<file path="config.mk">
export PLATFORM = sky130hd
export DESIGN_NAME = fu_arbiter
export DESIGN_NICKNAME = d
export VERILOG_FILES = /design/src/rtl/fu_arbiter.sv
export SDC_FILE = /design/constraint.sdc
export NUM_CORES = 1
export LEC_CHECK = 0
export ABC_AREA = 1
export CAP_MARGIN = 20
export CORE_ASPECT_RATIO = 1.25
export CORE_MARGIN = 1
export CORE_UTILIZATION = 41
export DETAILED_ROUTE_END_ITERATION = 10
export PLACE_DENSITY_LB_ADDON = 0.08
export SYNTH_ARGS = -nofsm -noshare
export SYNTH_HDL_FRONTEND = slang
export SYNTH_SLANG_ARGS = --single-unit
</file>
<file path="constraint.sdc">
create_clock -name clk -period 2.37 [get_ports clk]
set_input_delay 0.711 -clock clk [delete_from_list [all_inputs] [get_ports clk]]
set_output_delay 0.711 -clock clk [all_outputs]
set_load 0.005 [all_outputs]
</file>
<file path="src/rtl/fu_arbiter.sv">
// Round-robin arbiter sharing one function unit between NREQ requesters.
// Each operation runs grant -> execute -> respond, with a single operation in flight.
package mycpu_pkg;
   typedef logic [3:0] fs_t;
   localparam fs_t FMOVA = 4'd0;
   localparam fs_t FINCA = 4'd1;
   localparam fs_t FADD  = 4'd2;
   localparam fs_t FSUB  = 4'd3;
   localparam fs_t FAND  = 4'd4;
   localparam fs_t FOR   = 4'd5;
   localparam fs_t FXOR  = 4'd6;
   localparam fs_t FNOTA = 4'd7;
   localparam fs_t FSHL  = 4'd8;
   localparam fs_t FSHR  = 4'd9;
   localparam fs_t FMOVB = 4'd10;
   localparam fs_t FDECA = 4'd11;
   localparam fs_t FASR  = 4'd12;
   localparam fs_t FROL  = 4'd13;
   localparam fs_t FROR  = 4'd14;
   localparam fs_t FCLR  = 4'd15;
endpackage

module fu_arbiter
   import mycpu_pkg::*;
#(
   parameter int DW   = 16,
   parameter int NREQ = 2
) (
   input  logic                      clk,
   input  logic                      rst_n,
   input  logic [NREQ-1:0]           req_valid,
   output logic [NREQ-1:0]           req_ready,
   input  logic [NREQ-1:0][DW-1:0]   req_a,
   input  logic [NREQ-1:0][DW-1:0]   req_b,
   input  fs_t  [NREQ-1:0]           req_fs,
   output logic [NREQ-1:0]           rsp_valid,
   input  logic [NREQ-1:0]           rsp_ready,
   output logic [DW-1:0]             rsp_f,
   output logic [1:0]                rsp_nz,
   output logic [DW-1:0]             fu_a,
   output logic [DW-1:0]             fu_b,
   output fs_t                       fu_fs,
   input  logic [DW-1:0]             fu_f,
   input  logic [1:0]                fu_nz
);

   localparam int PW = (NREQ > 1) ? $clog2(NREQ) : 1;

   typedef enum logic [1:0] {S_IDLE, S_EXEC, S_RESP} state_t;

   state_t          state, state_nxt;
   logic [PW-1:0]   ptr, owner, gnt_idx;
   logic            gnt_found;
   logic [PW:0]     cand;
   logic            rsp_done;

   logic [DW-1:0]   op_a_p1, op_b_p1;
   fs_t             op_fs_p1;
   logic [DW-1:0]   res_f_p2;
   logic [1:0]      res_nz_p2;
   logic [NREQ-1:0] vld_p2;

   // Search from ptr upward, wrapping at NREQ, for the first valid requester.
   always_comb begin
      gnt_found = 1'b0;
      gnt_idx   = '0;
      cand      = '0;
      for (int k = 0; k < NREQ; k++) begin
         cand = {1'b0, ptr} + (PW+1)'(k);
         if (cand >= (PW+1)'(NREQ))
            cand = cand - (PW+1)'(NREQ);
         if (!gnt_found && req_valid[cand[PW-1:0]]) begin
            gnt_found = 1'b1;
            gnt_idx   = cand[PW-1:0];
         end
      end
   end

   always_comb begin
      req_ready = '0;
      if (state == S_IDLE && gnt_found)
         req_ready[gnt_idx] = 1'b1;
   end

   assign rsp_done = (state == S_RESP) && rsp_ready[owner];

   always_comb begin
      state_nxt = state;
      case (state)
         S_IDLE:  if (gnt_found) state_nxt = S_EXEC;
         S_EXEC:  state_nxt = S_RESP;
         S_RESP:  if (rsp_done) state_nxt = S_IDLE;
         default: state_nxt = S_IDLE;
      endcase
   end

   always_ff @(posedge clk or negedge rst_n) begin
      if (!rst_n)
         state <= S_IDLE;
      else
         state <= state_nxt;
   end

   always_ff @(posedge clk or negedge rst_n) begin
      if (!rst_n) begin
         ptr       <= '0;
         owner     <= '0;
         op_a_p1   <= '0;
         op_b_p1   <= '0;
         op_fs_p1  <= FMOVA;
         res_f_p2  <= '0;
         res_nz_p2 <= 2'b00;
         vld_p2    <= '0;
      end else begin
         case (state)
            // p0 -> p1: latch the granted request's operands and owner
            S_IDLE: begin
               if (gnt_found) begin
                  op_a_p1  <= req_a[gnt_idx];
                  op_b_p1  <= req_b[gnt_idx];
                  op_fs_p1 <= req_fs[gnt_idx];
                  owner    <= gnt_idx;
               end
            end
            // p1 -> p2: latch the FU result and raise the owner's response
            S_EXEC: begin
               res_f_p2      <= fu_f;
               res_nz_p2     <= fu_nz;
               vld_p2        <= '0;
               vld_p2[owner] <= 1'b1;
            end
            S_RESP: begin
               if (rsp_done) begin
                  vld_p2 <= '0;
                  ptr    <= (owner == PW'(NREQ-1)) ? '0 : owner + PW'(1);
               end
            end
            default: ;
         endcase
      end
   end

   assign fu_a      = op_a_p1;
   assign fu_b      = op_b_p1;
   assign fu_fs     = op_fs_p1;
   assign rsp_f     = res_f_p2;
   assign rsp_nz    = res_nz_p2;
   assign rsp_valid = vld_p2;

endmodule

</file>
==> impl_metrics.env <==
export IMPL_status="finished clean"
export IMPL_wl_met2_um=4252
export IMPL_htree_levels=3
export IMPL_worstMarginPinSlew_ns=0.8597
export IMPL_critical_path_class="in2out"
export IMPL_yosys_register_bits=60
export IMPL_drc_errors=0
export IMPL_wl_met3_um=566
export IMPL_dp_hpwl_um=5848
export IMPL_grt_pass1_wl_um=13610
export IMPL_clk_pin_slew_ns=0.08
export IMPL_core_area_mm2=0.006246
export IMPL_stdcell_area_mm2=0.004527
export IMPL_cts_tree="yes"
export IMPL_top_layer="met4"
export IMPL_max_stage_delay_ns=0.36
export IMPL_rows=32
export IMPL_pin_count=154
export IMPL_dr_pass1_iters=4
export IMPL_rrSetupSlack_ns=0.72
export IMPL_startpoint_type="input pin"
export IMPL_endpoint="req_ready[0]"
export IMPL_die_w_um=74.59
export IMPL_r2r_end="fu_fs[2]"
export IMPL_hold_viol_final=0
export IMPL_met1_length_um=3380
export IMPL_clock_sinks=60
export IMPL_port_buffers=153
export IMPL_synth_warnings=0
export IMPL_syn_avg_cell_area_um2=8.572
export IMPL_synth_area_mm2=0.002700
export IMPL_hold_class="in2async"
export IMPL_diodes=0
export IMPL_mostFrequentLayoutCells="clkdlybuf4s50_1, nand2_1, nand3_1, dfrtp_1, nand4_1"
export IMPL_finClkSkew_ns=0.007041
export IMPL_overflow=0
export IMPL_drive_gt1_share_pct=8.263
export IMPL_leakage_nw=2.045
export IMPL_cp_slowest_cell="dlygate4sd2_1"
export IMPL_crit_chain="dlygate4sd2_1, o21ai_2, a21oi_2, buf_2"
export IMPL_post_route_min_period_ns=2.174
export IMPL_power_w=0.005473
export IMPL_fill_cells=522
export IMPL_initial_utilization_pct=43.23
export IMPL_drv_slew=0
export IMPL_crit_fanout=7
export IMPL_antenna_left=0
export IMPL_cts_buffers=9
export IMPL_route_vias_total=2899
export IMPL_power_density_mw_per_mm2=1209
export IMPL_wirelength_um=8484
export IMPL_die_area_mm2=0.006916
export IMPL_reg2reg_depth=5
export IMPL_cts_hold_fix_buffers=0
export IMPL_drv_cap=0
export IMPL_max_clock_path_buffers=2
export IMPL_yosysUniqueCellTypes=17
export IMPL_grt_antenna_before_repair=0
export IMPL_dieHeight_um=92.73
export IMPL_setup_violations=0
export IMPL_grt_max_degree=39
export IMPL_place_ws_ns=-0.4504
export IMPL_postSynthCellCount=315
export IMPL_synth_nets=411
export IMPL_crit_buf_inv=2
export IMPL_syn2layout_area_growth_pct=67.66
export IMPL_cts_root_buf="clkbuf_8"
export IMPL_cp_required_ns=1.66
export IMPL_dpl_cell_area_mm2=0.004297
export IMPL_worstReg2RegStart="state[0]"
export IMPL_fin_crit_sh_pct=91.73
export IMPL_yosysSeqAreaShare_pct=55.61
export IMPL_grt_pass1_vias=2898
export IMPL_drt_iter0_drc=113
export IMPL_end_kind="output port"
export IMPL_setup_slack_ns=0.1960
export IMPL_path_depth=4
export IMPL_grt_setup_unrepaired="no"
export IMPL_cp_startpoint="req_valid[1]"
export IMPL_ir_worst_vdd_mv=0.6335
export IMPL_crit_arrival_ns=1.46
export IMPL_slew_headroom_pct=42.55
export IMPL_clk_latency_ns=0.34
export IMPL_grt_util_all_layers_pct=26.06
export IMPL_avgViaCountPerCell=5.205
export IMPL_post_drt_wl_per_cell_um=15.23
export IMPL_timing_fmax_mhz=460.0
export IMPL_final_common_cell="clkdlybuf4s50_1"
export IMPL_gp_congestion=0.7790
export IMPL_critPathTopFamily="buffers and inverters"
export IMPL_nets=563
-- final cells by class --
type                       count  area [um^2]  share of cell area [%]
timing repair buffer         166         1615                   35.68
sequential                    60         1501                   33.17
multi-input combinational    225         1060                   23.41
clock buffer                   9        123.9                   2.736
tap                           85        106.4                   2.349
clock inverter                 7        101.3                   2.239
inverter                       5        18.77                  0.4146
-- cell usage after synthesis (all sizes together) --
| cell | instances | area, um^2 |
|---|---|---|
| nand3 | 76 | 380.4 |
| nand2 | 104 | 390.4 |
| nor2 | 5 | 33.78 |
| dfrtp | 60 | 1501 |
| a21oi | 1 | 5.000 |
| inv | 5 | 18.77 |
| buf | 19 | 103.9 |
| nand4 | 36 | 225.2 |
| clkbuf | 6 | 22.52 |
| o21ai | 3 | 18.76 |
-- sequential cells by signal, summed over array words and instances (netlist names) --
register and cells:
owner 1, ptr 1, fu_a 16, state 2, rsp_valid 2, rsp_nz 2
fu_b 16, rsp_f 16, fu_fs 4
-- per-stage QoR --
step / TNS, ns / util [%] / std cells / hold WS (ns)
floorplan: 0 / - / 315 / 0.4154
global placement: -4.400 / 68.79 / 540 / 0.4612
detailed placement: -4.942 / 68.79 / 540 / 0.4670
CTS: 0 / 72.38 / 557 / 0.4116
global route: 0 / 72.48 / 557 / 0.4477
finish: 0 / 72.48 / 557 / 0.3981
-- metal layers --
metal	GRT usage [%]	up-vias
met2	41.37	110
met3	5.332	23
met5	0	-
met4	14.15	0
li1	-	1389
met1	32.67	1377
-- report_power, final --
| part | internal (W) | switching (W) | leakage [nW] |
|---|---|---|---|
| combinational | 0.00137 | 0.00124 | 1.20 |
| clock | 0.000596 | 0.000444 | 0.106 |
| sequential | 0.00154 | 0.000283 | 0.736 |
-- worst min-delay path by stage --
| stage | from | end | cells after the start |
|---|---|---|---|
| floorplan | rst_n | fu_a[0] | 0 |
| global placement | rsp_f[14] | rsp_f[14] | 2 |
| detailed placement | rsp_f[8] | rsp_f[8] | 2 |
| CTS | rst_n | fu_b[5] | 1 |
| global route | rst_n | fu_b[5] | 1 |
| finish | rst_n | fu_b[5] | 1 |
-- repair_timing --
item                                    in CTS  in global routing
gates resized for setup                     10                  2
cloned                                       0                  0
pin swaps                                    2                  0
buffers inserted                             1                  0
endpoints found under the hold margin        0                  0
endpoints found under the setup margin       2                  1
-- cells by family (layout without fill, tap and decap cells) --
kind of cell,after synthesis,after routing,synth area share (%)
AOI/OAI and AO/OA,4,4,0.8800
buffers and inverters,30,187,5.375
DFF,60,60,55.61
and+or+nand+nor,221,221,38.14
-- worst register-to-register path: stages (launching register included) --
cell and delay [ns]:
dfrtp_1 0.44, inv_1 0.08, nand2_1 0.10, nor2_4 0.67, nand3_1 0.18, nand3_1 0.12
No activity file was read; power rests on OpenSTA's default activity.
